### config.mk
export PLATFORM = sky130hd
export DESIGN_NAME = cu_sequencer
export DESIGN_NICKNAME = d
export VERILOG_FILES = /design/src/rtl/cu_pkg.sv /design/src/rtl/branch_offset_gen.sv /design/src/rtl/cu_sequencer.sv
export SDC_FILE = /design/constraint.sdc
export NUM_CORES = 1
export LEC_CHECK = 0
export ABC_AREA = 1
export BUFFER_PORTS_ARGS = -buffer_cell sky130_fd_sc_hd__buf_2
export CORE_MARGIN = 4
export CORE_UTILIZATION = 30
export DETAILED_ROUTE_END_ITERATION = 6
export PLACE_DENSITY = 0.55
export SETUP_SLACK_MARGIN = 0.2
export SYNTH_ARGS = -nofsm -noshare
export SYNTH_HDL_FRONTEND = slang
export SYNTH_HIERARCHICAL = 1
export SYNTH_SLANG_ARGS = --single-unit
export TNS_END_PERCENT = 1
### constraint.sdc
create_clock -name clock -period 2.7 [get_ports clock]
set_clock_uncertainty 0.2 [all_clocks]
set_input_delay 0.27 -clock clock [delete_from_list [all_inputs] [get_ports clock]]
set_output_delay 0.27 -clock clock [all_outputs]
set_load 0.05 [all_outputs]
### src/rtl/cu_pkg.sv
// Shared encodings for the control-unit sequencer: PC functions, offset
// selects, CU state codes and status bit positions.
package cu_pkg;

    typedef enum logic [1:0] {
        PCF_HOLD  = 2'b00,
        PCF_PLUS4 = 2'b01,
        PCF_IN    = 2'b10,
        PCF_JUMP  = 2'b11
    } pc_fs_e;

    typedef enum logic [2:0] {
        K_NONE  = 3'b000,
        K_IMM26 = 3'b010,
        K_IMM19 = 3'b011
    } k_mux_e;

    typedef enum logic [3:0] {
        FETCH = 4'b0000,
        EX0   = 4'b0001,
        EX1   = 4'b0010
    } cu_state_e;

    localparam int unsigned V = 3;
    localparam int unsigned C = 2;
    localparam int unsigned N = 1;
    localparam int unsigned Z = 0;

endpackage

### src/rtl/branch_offset_gen.sv
// Combinational branch offset: sign-extends the selected immediate field of
// the instruction and scales it to a byte offset (word << 2).
module branch_offset_gen
    import cu_pkg::*;
#(
    parameter int PC_WIDTH = 64
) (
    input  logic [25:0]         imm,
    input  logic [2:0]          k_mux,
    output logic [PC_WIDTH-1:0] k_offset
);

    logic [PC_WIDTH-1:0] imm26_ext;
    logic [PC_WIDTH-1:0] imm19_ext;

    assign imm26_ext = {{(PC_WIDTH-26){imm[25]}}, imm[25:0]};
    assign imm19_ext = {{(PC_WIDTH-19){imm[23]}}, imm[23:5]};

    always_comb begin
        k_offset = '0;
        case (k_mux)
            K_IMM26: k_offset = imm26_ext << 2;
            K_IMM19: k_offset = imm19_ext << 2;
            default: k_offset = '0;
        endcase
    end

endmodule

### src/rtl/cu_sequencer.sv
// Sequencing back end for the control units: PC, IR, VCNZ status and CU state
// registers, driven by the PC_FS / IR_load / status_load / NS control fields.
module cu_sequencer
    import cu_pkg::*;
#(
    parameter int                  PC_WIDTH = 64,
    parameter logic [PC_WIDTH-1:0] RESET_PC = '0
) (
    input  logic                clock,
    input  logic                reset,
    input  logic [3:0]          NS,
    input  logic [1:0]          PC_FS,
    input  logic [2:0]          k_mux,
    input  logic                IR_load,
    input  logic                status_load,
    input  logic [31:0]         instr_in,
    input  logic [3:0]          alu_flags,
    input  logic [PC_WIDTH-1:0] pc_in,
    output logic [3:0]          state,
    output logic [31:0]         IR,
    output logic [3:0]          status,
    output logic [PC_WIDTH-1:0] PC,
    output logic [PC_WIDTH-1:0] pc_plus4,
    output logic [PC_WIDTH-1:0] k_offset
);

    logic [3:0]          state_reg;
    logic [31:0]         ir_reg;
    logic [3:0]          status_reg;
    logic [PC_WIDTH-1:0] pc_reg;
    logic [PC_WIDTH-1:0] pc_next;

    // Offset always comes from the registered IR, so a same-edge IR_load
    // cannot disturb the branch target being taken.
    branch_offset_gen #(
        .PC_WIDTH (PC_WIDTH)
    ) u_offset (
        .imm      (ir_reg[25:0]),
        .k_mux    (k_mux),
        .k_offset (k_offset)
    );

    assign pc_plus4 = pc_reg + PC_WIDTH'(4);

    always_comb begin
        pc_next = pc_reg;
        case (PC_FS)
            PCF_HOLD:  pc_next = pc_reg;
            PCF_PLUS4: pc_next = pc_plus4;
            PCF_IN:    pc_next = pc_in;
            PCF_JUMP:  pc_next = pc_reg + k_offset;
            default:   pc_next = pc_reg;
        endcase
    end

    always_ff @(posedge clock or negedge reset) begin
        if (!reset) begin
            pc_reg     <= RESET_PC;
            state_reg  <= FETCH;
            ir_reg     <= '0;
            status_reg <= '0;
        end else begin
            pc_reg    <= pc_next;
            state_reg <= NS;
            if (IR_load)
                ir_reg <= instr_in;
            if (status_load)
                status_reg <= alu_flags;
        end
    end

    assign state  = state_reg;
    assign IR     = ir_reg;
    assign status = status_reg;
    assign PC     = pc_reg;

endmodule

== Word level (Yosys, flattened, before mapping) ==
Index checks and enable logic that the tools add are counted.
Word-level totals
  bits in writable memories: 0
  memories kept: 0
  input bits: 113
  word-level logic and storage cells: 14
  register bits: 104
  bits in read-only memories: 0
  output and inout port bits: 232
  latch bits: 0
Cells by class
  mux-type cells: 2
  $add $sub $neg: 2
  eq/ne operators: 5
  shift-type cells: 0
  reduce and logical (&&, ||, !) cells: 1
  divide/modulo/power cells: 0
  multipliers: 0
  bitwise operators: 0
  magnitude comparators: 0
Operator list (count)
  case mux 64 bit (3 select lines): 1
  case mux 64 bit (2 select lines): 1
  adder 64 x 3 -> 64 bit (second input constant): 1
  adder 64 bit: 1
  equality test 3 x 2 -> 1 bit (second input constant): 2
  equality test 2 bit (second input constant): 2
  equality test 2 x 1 -> 1 bit (second input constant): 1
  zero test 2 bit: 1

== Depth between registers and ports, before layout ==
Gate-level depths: netlist of run 1.
  word-level depth: 4
  mapped depth: 19
  gate-level depth less buffers: 17

== Modules after synthesis ==
The synthesis of run 1 kept the hierarchy.
By module, submodules not included
  cu_sequencer: seq. area each 2602.5 µm², area each 12504.5 µm², cells each 2216, instances 1
  branch_offset_gen: seq. area each 0.0 µm², area each 819.5 µm², cells each 124, instances 1

== Worst setup path before layout of run 1 ==
Ideal clock, no wire load.
  kind: reg2reg
  start point: register ir_reg[23], in the netlist IR[23]
  end point: register pc_reg[32], in the netlist PC[32]
  arrival: 3.436 ns
  cell stages (with the launch flop): 17
  data required time: 2.377 ns
  setup time: 0.123 ns
  buffers on the path: 1
  clock period less this slack: 3.759 ns
  slack: -1.059 ns
  cells stage by stage: dfrtp_1 > nand4_4 > nand2_1 > buf_4 > ha_1 > nand2_1 > inv_1 > nand2_1 > nand2_1 > inv_1 > nand2_1 > o21bai_1 > inv_1 > nand2_1 > or2_2 > nand3_1 > a21oi_1
Between the ends
  longest elaborated chain between the ends: 3
Ends and longest elaborated chain
  start: declaration: line cu_sequencer.sv:28  | logic [31:0] ir_reg;
  start signal: assignment: line cu_sequencer.sv:66  | ir_reg <= instr_in;
  case mux 64 bit (2 select lines): line branch_offset_gen.sv:21  | case (k_mux)
  named net k_offset[27]: line cu_sequencer.sv:24  | output logic [PC_WIDTH-1:0] k_offset
  adder 64 bit: line cu_sequencer.sv:51  | PCF_JUMP: pc_next = pc_reg + k_offset;
  case mux 64 bit (3 select lines): line cu_sequencer.sv:47  | case (PC_FS)
  end signal: assignment: line cu_sequencer.sv:63  | pc_reg <= pc_next;
  end: declaration: line cu_sequencer.sv:30  | logic [PC_WIDTH-1:0] pc_reg;
The timed path passes the listed nets, and every way through them passes these cells.
A chain may end at the register's enable or synchronous reset.

== Worst setup path in the final report of run 1 ==
  start point: register ir_reg[25], in the netlist IR[25]
  end point: register pc_reg[61], in the netlist PC[61]
Between the ends
  longest elaborated chain between the ends: 3
Ends and longest elaborated chain (line)
  case mux 64 bit (2 select lines): branch_offset_gen.sv:21
  adder 64 bit: cu_sequencer.sv:51
  case mux 64 bit (3 select lines): cu_sequencer.sv:47
No other way between the ends.

==> results of run 1 <==
==> power groups by stage <==
stage | combinational [W] | sequential [W] | clock [W]
floorplan | 0.00345 | 0.00296 | 0
global placement | 0.00756 | 0.00216 | 0
detailed placement | 0.00759 | 0.00216 | 0
CTS | 0.00863 | 0.00214 | 0.00161
global route | 0.00958 | 0.00218 | 0.00164
finish | 0.00906 | 0.00216 | 0.00158
==> critical path, cell delays in order (launching register included) <==
cell	delay, ns
dfrtp_2	0.41
nand4_1	0.15
buf_12	0.19
nand2_8	0.13
buf_12	0.15
ha_1	0.34
a21oi_2	0.22
o21ai_0	0.14
a21oi_2	0.15
nand2_1	0.11
a21oi_2	0.17
nand2_1	0.10
nand2_2	0.08
nand3_4	0.12
a21oi_2	0.16
==> what timing repair did <==
action,4_1_cts,5_1_grt
resized for setup,493,210
hold buffers,48,0
cloned,6,0
setup endpoints to repair,113,149
endpoints found under the hold margin,80,0
pin swaps,92,69
setup buffers,34,2
==> worst max path at each step <==
stage                             from                 end  slack (ns)  depth (start not counted)
finish              IR[25]$_DFFE_PN0P_  PC[61]$_DFFE_PN0N_       -0.20                         14
global route        IR[23]$_DFFE_PN0P_  PC[45]$_DFFE_PN0N_       -0.30                         20
CTS                 IR[23]$_DFFE_PN0P_  PC[60]$_DFFE_PN0N_       -0.15                         20
detailed placement            k_mux[2]  PC[12]$_DFFE_PN0N_       -0.52                         15
global placement              k_mux[2]  PC[12]$_DFFE_PN0N_       -0.54                         15
floorplan           IR[23]$_DFFE_PN0P_  PC[32]$_DFFE_PN0N_       -0.15                         16
==> area by class of cell <==
| type | count | area, um^2 | area share (%) |
|---|---|---|---|
| clock inverters | 5 | 78.83 | 0.3485 |
| multi-input cells | 1752 | 11090 | 49.02 |
| repair buffers | 853 | 6326 | 27.97 |
| inverters | 402 | 1513 | 6.688 |
| flip-flops and latches | 104 | 2649 | 11.71 |
| well taps | 585 | 732.0 | 3.236 |
| clock buffers | 11 | 232.7 | 1.029 |
==> metal layers <==
layer / vias to the layer above / wire length, um
met5: - / 0
met4: 0 / 4508
met3: 167 / 5370
met2: 715 / 35530
met1: 8707 / 30960
li1: 8832 / -
==> layout by cell type, fill, tap and decap left out, drive strengths merged <==
| cell type | synthesis | routed |
|---|---|---|
| a21boi | 1 | 1 |
| a21oi | 129 | 129 |
| a221oi | 2 | 2 |
| a22oi | 3 | 3 |
| a31oi | 10 | 10 |
| a32oi | 8 | 8 |
| and2 | 3 | 3 |
| and3 | 2 | 2 |
| buf | 57 | 800 |
| bufinv | 0 | 2 |
| clkbuf | 31 | 16 |
| clkinv | 1 | 4 |
| conb | 1 | 2 |
| dfrtp | 104 | 104 |
| dlygate4sd3 | 0 | 48 |
| fa | 1 | 1 |
| ha | 64 | 64 |
| inv | 401 | 401 |
| mux2 | 36 | 36 |
| nand2 | 877 | 882 |
| nand3 | 133 | 133 |
| nand3b | 12 | 12 |
| nand4 | 62 | 62 |
| nor2 | 244 | 244 |
| nor3 | 33 | 33 |
| nor3b | 1 | 1 |
| nor4 | 1 | 1 |
| o21ai | 51 | 51 |
| o21bai | 3 | 3 |
| o22a | 1 | 1 |
| or2 | 15 | 15 |
| xnor2 | 14 | 14 |
| xor2 | 39 | 39 |
==> stage by stage <==
step / hold WS [ns] / utilization, % / area [um^2]
6_report: 0.02492 / 52.05 / 22620
5_1_grt: 0.03700 / 52.05 / 22620
4_1_cts: 0.0009364 / 50.41 / 21900
3_5_place_dp: 0.1224 / 43.33 / 18830
3_3_place_gp: 0.1164 / 43.33 / 18830
2_1_floorplan: -0.2256 / - / 13630
==> synth_stat cells, types with 12 or more instances <==
cell type	count	area, um^2
a21oi_1	129	645.6
buf_4	45	337.8
clkbuf_1	29	108.9
dfrtp_1	104	2603
ha_1	64	800.8
inv_1	390	1464
mux2_2	36	405.4
nand2_1	874	3281
nand3_1	131	655.6
nand3b_1	12	90.09
nand4_1	60	375.4
nor2_1	226	848.3
nor2_2	13	81.33
nor3_1	28	140.1
o21ai_0	51	255.2
or2_2	14	87.58
xnor2_1	14	122.6
xor2_1	36	315.3
==> kinds of logic (layout without fill, tap and decap cells) <==
group,Yosys count,in the layout,share of synthesized area [%]
simple gates,1383,1388,43.63
buf+inv,490,1271,15.61
compound gates,208,208,8.348
flops,104,104,19.53
fa+ha+maj,65,65,6.160
xor+xnor,53,53,3.653
mux,36,36,3.043
other cells,1,2,0.02814
==> run metrics, run 1 <==
reg2reg setup slack -0.20 ns; first-pass GRT wire length 111600 um; Clock Pin Slew Worst Setup and Hold Paths 0.08 ns; DP Wirelength 61910 um; grt met3 use 5.311%; Hold Path End PC[10]$_DFFE_PN0N_; fraction of layout cells with a size suffix above 1 45.63%; clock latency on the worst-skew pair 0.40 ns; GRT Total Usage 31.14%; Post-Syn Instances 2340; DRT antenna net count 0; Pwr Density 565.3 nW/um^2; Routability Congestion 1.051; max-cap viol count 0; max-slew violations 0; Setup TNS -5.129 ns; routed len/inst 20.57 um; met1 usage in global routing 39.00%; sequential share of power 16.9%; Synth cell types 48; worst-path maximum fanout 6; core area 43460 um^2; gr ovfl total 0; Die X 218.7 um; final hold violations 0; io pins 345; Cell Area, Synth 13320 um^2; Post-synth ARST share 100.0%; fin worst setup slack -0.2038 ns; # clock sinks 104; status finished with violations; crit path capture type flop; WHS Path Cells 3; CP required 2.82 ns; Synth Register Bits 104; Arrival @ worst endpoint 3.03 ns; CTS root buffer clkbuf_16; Post-Route WL 76360 um; GRT met2 Usage 51.64%; Clk pwr share 12.3%; die height 218.7 um; initial antenna violation count 1; cell internal pwr 0.005905 W; leakage 12.04 nW; largest net degree at the start of global routing 57; busiest layer in global routing met2; Peak supply drop 0.5117 mV; PortBufs 342; Layout fillers 4471; Tightest Pin Transition 0.7254 ns; sw frac 53.82%; Starting Density 30.66%; Crit Path Class flop to flop; register area share after synthesis 19.53%; Largest register FFs 64; Finished Layout Cells 3712; Final min period 2.904 ns; worst hold path class input pin to flop; TritonCTS clock tree built; synthesis-to-layout area growth 69.76%; Startpoint Class flop; Logic pwr share 70.8%; FP Rows 76; reg2reg end PC[61]$_DFFE_PN0N_; fmax 344.4 MHz; final setup vio count 63; placed insts 3606; cells on worst reg2reg path 14; post-placement worst setup slack -0.5165 ns; number of global-route vias before repair 18340; CTS Buffer Depth 2; DRC violations left 0; slew margin rel. 51.64%; drt first pass iters 6; Die ar. 47850 um^2; RR Startpoint IR[25]$_DFFE_PN0P_; Initial DRC Count 1300; Vias/cell 4.963; failing checks setup timing; P_sw 0.006883 W; RSZ-0062 raised after global routing true; average size of a mapped cell 5.694 um^2; TritonCTS Buffers 9; YS warnings 6; Pwr Total 0.01279 W; final period utilization 107.5%; routed vias 18420; Main synth FF type dfrtp_1; ANT cells 0; H-tree levels 3; hold_sp pc_in[10]; number of synthesized flops with an enable pin 0; fin nets 3300
Power figures use the tool's default switching activity.
==> inputs of run 2 (changes only) <==
--- a/config.mk
+++ b/config.mk
@@ -10,6 +10,7 @@
 export CORE_MARGIN = 4
 export CORE_UTILIZATION = 30
 export DETAILED_ROUTE_END_ITERATION = 6
+export GPL_ROUTABILITY_DRIVEN = 1
 export PLACE_DENSITY = 0.55
 export SETUP_SLACK_MARGIN = 0.2
 export SYNTH_ARGS = -nofsm -noshare
==> constraint.sdc (replaced) <==
create_clock -name clock -period 2.7 [get_ports clock]
set_clock_uncertainty 0.2 [all_clocks]
set_input_delay 0.135 -clock clock [delete_from_list [all_inputs] [get_ports clock]]
set_output_delay 0.135 -clock clock [all_outputs]
set_load 0.05 [all_outputs]
==> run 2 against run 1 <==
  * The run still ends with setup timing left
  * Non-clock buffer count fell by 11
  * Worst setup slack better by 0.070 ns
  * Routed wire length is 2.9% higher
  * Die area stayed put
  * Critical endpoint is now PC[57]$_DFFE_PN0N_
==> run metrics, run 2 (same netlist as run 1, synthesis figures left out) <==
worst hold path class input pin to flop; Die X 218.7 um; commonest non-fill, non-tap cells in the layout 705 x nand2_1, 410 x buf_4, 363 x inv_1, 292 x buf_2, 159 x nor2_1; routed len/inst 21.23 um; leakage 11.99 nW; DRC violations left 0; failing checks setup timing; status finished with violations; worst-path maximum fanout 7; GRT Total Usage 32.00%; DP Wirelength 63640 um; fin worst setup slack -0.1338 ns; fmax 352.9 MHz; DRT antenna net count 0; crit path capture type flop; Clk pwr share 12.1%; routed vias 18450; die height 218.7 um; Final min period 2.834 ns; final period utilization 105.0%; placed insts 3566; Finished Layout Cells 3703; gr ovfl total 0; Post-Route WL 78610 um; CP required 2.83 ns; clock latency on the worst-skew pair 0.42 ns; Starting Density 30.66%; Pwr Density 561.1 nW/um^2; Crit Path Class flop to flop; final hold violations 0; FP Rows 76; CTS Buffer Depth 2; Die ar. 47850 um^2; most common cell after layout, fill and taps aside nand2_1; PortBufs 342; Logic pwr share 70.6%; cell internal pwr 0.005614 W; sequential share of power 17.3%; max-cap viol count 0; Peak supply drop 0.4915 mV; fin nets 3290; drt first pass iters 5; initial antenna violation count 1; Clock Pin Slew Worst Setup and Hold Paths 0.10 ns; Largest register FFs 64; max-slew violations 0; slew margin rel. 43.31%; core area 43460 um^2; H-tree levels 3; final setup vio count 47; largest net degree at the start of global routing 61; Startpoint Class flop; # clock sinks 104; RSZ-0062 raised after global routing true; synthesis-to-layout area growth 68.07%; P_sw 0.006950 W; Setup TNS -3.069 ns; first-pass GRT wire length 114000 um; Tightest Pin Transition 0.8503 ns; Vias/cell 4.983; Arrival @ worst endpoint 2.96 ns; number of global-route vias before repair 18150; fraction of layout cells with a size suffix above 1 43.02%; io pins 345; CTS root buffer clkbuf_16; TritonCTS Buffers 9; TritonCTS clock tree built; Routability Congestion 1.038; Initial DRC Count 1370; sw frac 55.31%
==> run 2: power by group through the flow <==
stage | Clock (W) | Sequential, W | Combinational [W]
final | 0.00152 | 0.00217 | 0.00887
after floorplan | 0 | 0.00296 | 0.00347
after detailed placement | 0 | 0.00214 | 0.00753
after CTS | 0.00155 | 0.00216 | 0.00844
after global routing | 0.00160 | 0.00219 | 0.00938
after global placement | 0 | 0.00214 | 0.00754
==> run 2: repair_timing <==
item	CTS	global route
cloned	6	0
endpoints found under the hold margin	139	0
hold buffers	92	0
resized for setup	428	178
pin swaps	72	84
setup endpoints to repair	108	112
setup buffers	17	5
==> run 2: metrics by stage <==
stage	util (%)	hold WS [ns]	setup WS, ns	power (W)	instance area [um^2]
floorplan	-	-0.3606	-0.1416	0.006434	13720
global placement	42.63	0.04339	-0.3994	0.009680	18530
detailed placement	42.63	0.04469	-0.4123	0.009672	18530
CTS	49.94	0.005773	-0.09543	0.01216	21700
global route	51.53	0.05012	-0.2321	0.01316	22390
finish	51.53	0.02752	-0.1338	0.01256	22390
==> run 2: final timing paths <==
kind                                         endpoint  depth (start not counted)                from  slack [ns]
worst min register to register     IR[26]$_DFFE_PN0P_                          1  IR[26]$_DFFE_PN0P_        0.31
max in group asynchronous          PC[42]$_DFFE_PN0N_                          3               reset        1.29
worst max-delay path               PC[57]$_DFFE_PN0N_                         16  IR[25]$_DFFE_PN0P_       -0.13
worst min-delay path               PC[48]$_DFFE_PN0N_                          5           pc_in[48]        0.03
worst max register to register     PC[57]$_DFFE_PN0N_                         16  IR[25]$_DFFE_PN0P_       -0.13
min in group asynchronous       status[1]$_DFFE_PN0P_                          2               reset        0.15
==> run 2: layer usage <==
metal  track usage [%]  up-vias  share of wire [%]
met3             5.339      154                6.9
met4             11.12        2                4.6
met1             40.58     8712                 41
met5                 0        -              0.017
met2             55.02      783                 48
li1                  -     8800                  -
==> run 2: final cells by class <==
cell class	count	area (um^2)
Fill cell	4401	21060
Multi-Input combinational cell	1753	11070
Timing Repair Buffer	842	6113
Sequential cell	104	2643
Inverter	402	1523
Tap cell	585	732.0
Clock buffer	10	239.0
Clock inverter	6	72.57
Antenna cell	1	2.502
==> run 2: worst max-delay path, stage by stage, from the launching register on <==
cell	delay, ns
dfrtp_2	0.42
nand4_1	0.13
buf_12	0.21
nand2_8	0.13
ha_4	0.33
nand2_2	0.08
nor2_2	0.17
inv_2	0.07
buf_4	0.14
nor2_4	0.12
nand2_1	0.08
nand2_2	0.12
a21oi_2	0.08
buf_4	0.13
nand3_1	0.07
nand3_1	0.07
a21oi_1	0.14
==> inputs of run 3 (changes only) <==
--- a/config.mk
+++ b/config.mk
@@ -11,10 +11,9 @@
 export CORE_UTILIZATION = 30
 export DETAILED_ROUTE_END_ITERATION = 6
 export GPL_ROUTABILITY_DRIVEN = 1
-export PLACE_DENSITY = 0.55
+export PLACE_DENSITY = 0.56
 export SETUP_SLACK_MARGIN = 0.2
 export SYNTH_ARGS = -nofsm -noshare
 export SYNTH_HDL_FRONTEND = slang
-export SYNTH_HIERARCHICAL = 1
 export SYNTH_SLANG_ARGS = --single-unit
 export TNS_END_PERCENT = 1
==> run 3 against run 2 <==
  * The flow finishes with violations (hold timing, setup timing)
  * Synthesized cell count down 13%
  * Routed wire length up 2.3%
  * Area after synthesis fell by 9.7%
  * Utilization grew 8.1 points
  * Global-route usage increased by 3.4 points
  * Critical path depth is 5 lower
  * Via count is 2.3% higher
  * Final cell count down 3.3%
  * Sequential share of layout area shrank 0.67 points
  * Clock power barely moved
  * Worst hold slack lost 0.038 ns
==> run metrics, run 3 <==
Final min period 2.961 ns; first-pass GRT wire length 117100 um; Initial DRC Count 1477; reg2reg setup slack -0.26 ns; Critical Path End PC[49]$_DFFE_PN0P_; Post-Route WL 80390 um; Largest register FFs 64; WP buf/inv 4; final period utilization 109.7%; DRC violations left 0; worst hold path class input pin to flop; commonest non-fill, non-tap cells in the layout 648 x buf_4, 433 x nand2_1, 287 x buf_2, 182 x inv_1, 138 x nand3_1; CTS Buffer Depth 2; fmax 337.7 MHz; top sig layer met4; Main synth FF type dfrtp_1; Tightest Pin Transition 1.047 ns; Clock Pin Slew Worst Setup and Hold Paths 0.10 ns; status finished with violations; Routed met3 length 5178 um; routed len/inst 22.46 um; fraction of layout cells with a size suffix above 1 52.83%; leading area contributor after synthesis dfrtp_1; post-synth top area share 21.63%; clock latency on the worst-skew pair 0.42 ns; Post-synth ARST share 100.0%; slowest stage delay, CP 0.59 ns; core area 39730 um^2; instance count on the critical path 11; DP Wirelength 64390 um; crit path capture type flop; cells on worst reg2reg path 11; Peak supply drop 0.5109 mV; Startpoint Class flop; Routed met1 length 30100 um; CP required 2.78 ns; most common library cells after synthesis 577 x nand2_1, 226 x nor2_1, 220 x inv_1, 183 x nand3_1, 135 x o21ai_0; RR Startpoint PC[21]$_DFFE_PN0P_; largest net degree at the start of global routing 92; Cell Area, Synth 12030 um^2; count leader, synth nand2_1; number of synthesized flops with an enable pin 0; ANT cells 0; fin nets 3192; synthesis-to-layout area growth 96.85%; io pins 345; YS warnings 0; final setup vio count 78; CP max-delay cell a221oi_2; initial antenna violation count 0; CP dominant cell by count buf_4; Synth area leaders dfrtp_1 22%, nand2_1 18%, nand3_1 7.6%; Die X 208.3 um; routed wl met2 38110 um; Layout Utilization 59.62%; Pwr Total 0.01211 W; Crit path max-delay family compound AO/OA/AOI/OAI gates; TritonCTS Buffers 9; TritonCTS clock tree built; reg2reg end PC[49]$_DFFE_PN0P_; fin worst setup slack -0.2612 ns; Pwr Density 511.2 nW/um^2; DRT antenna net count 0; CTS root buffer clkbuf_16; number of global-route vias before repair 18920; Synth cell types 49; FP Rows 73; critical path cell sequence buf_12, inv_1, nor3_1, buf_4, nand2_1, nor2_1, nand4_1, buf_4, xor2_4, a221oi_2, a21oi_1; leakage 11.76 nW; Setup TNS -10.00 ns; Starting Density 30.28%; Critical Path Source PC[21]$_DFFE_PN0P_; routed vias 18880; die height 208.3 um; most common cell after layout, fill and taps aside buf_4; PortBufs 342; Synth Register Bits 104; # clock sinks 104; gr ovfl total 0; Crit Path Class flop to flop; Die ar. 43380 um^2; RSZ-0062 raised after global routing true; Routability Congestion 1.033; GRT Total Usage 35.35%; max-cap viol count 0; average size of a mapped cell 5.881 um^2; H-tree levels 3; slew margin rel. 29.25%; max-slew violations 0; register area share after synthesis 21.63%; drt first pass iters 5; failing checks hold timing, setup timing; Arrival @ worst endpoint 3.04 ns; Worst Hold Margin -0.01060 ns; Post-Syn Instances 2046; Vias/cell 5.275; final hold violations 1; worst-path maximum fanout 3
==> run 3: kinds of logic after synthesis <==
kind of cell | after synthesis | synth area share [%]
AOI/OAI and AO/OA | 366 | 17.73
xor gates and xnor gates | 59 | 4.295
adders and majority gates | 29 | 3.078
buffers and inverters | 369 | 13.40
DFF | 104 | 21.63
muxes | 11 | 1.029
other | 1 | 0.03116
and+or+nand+nor | 1107 | 38.81
==> run 3: tightest hold or removal path, cell delays in order <==
cell and delay (ns):
buf_2 0.08, a22oi_1 0.09, buf_4 0.15, a31oi_1 0.11
==> run 3: how the worst min path moves through the flow <==
stage	depth (start not counted)	to	startpoint
global placement	1	PC[57]$_DFFE_PN0P_	reset
CTS	4	PC[40]$_DFFE_PN0P_	pc_in[40]
global route	4	PC[62]$_DFFE_PN0P_	pc_in[62]
detailed placement	1	PC[57]$_DFFE_PN0P_	reset
finish	4	PC[40]$_DFFE_PN0P_	pc_in[40]
floorplan	0	IR[0]$_DFFE_PN0P_	reset
==> run 3: area by class of cell <==
cell class / count / area, um^2
sequential: 104 / 2638
tap: 525 / 656.9
multi-input combinational: 1574 / 10670
clock inverter: 6 / 52.55
inverter: 241 / 922.1
fill: 3688 / 16050
clock buffer: 10 / 229.0
timing repair buffer: 1120 / 8523
==> run 3: timing repair <==
| item | 4_1_cts | 5_1_grt |
|---|---|---|
| gates resized for setup | 507 | 269 |
| hold endpoints to repair | 196 | 0 |
| cloned | 3 | 0 |
| pin swaps | 80 | 117 |
| setup buffers | 44 | 25 |
| setup endpoints to repair | 151 | 149 |
| hold buffers | 97 | 0 |
==> run 3: routing by layer <==
metal | track usage, % | up-vias
li1 | - | 8750
met1 | 40.17 | 8899
met2 | 60.84 | 980
met3 | 5.669 | 255
met4 | 24.05 | 0
met5 | 0 | -
==> run 3: through the flow <==
stage / instance area (um^2) / worst slack (ns) / std cells
2_1_floorplan: 12560 / -0.4052 / 2047
5_1_grt: 23690 / -0.3576 / 3580
6_report: 23690 / -0.2612 / 3580
3_5_place_dp: 18920 / -0.7364 / 3395
3_3_place_gp: 18920 / -0.7159 / 3395
4_1_cts: 22440 / -0.2118 / 3555
==> run 3: report_power, final <==
part           internal, W  leakage [nW]  total [W]  switching, W
Clock             0.000649         0.137    0.00149      0.000840
Combinational      0.00324          10.4    0.00855       0.00531
Sequential         0.00178          1.19    0.00207      0.000290
Total              0.00567          11.8     0.0121       0.00644
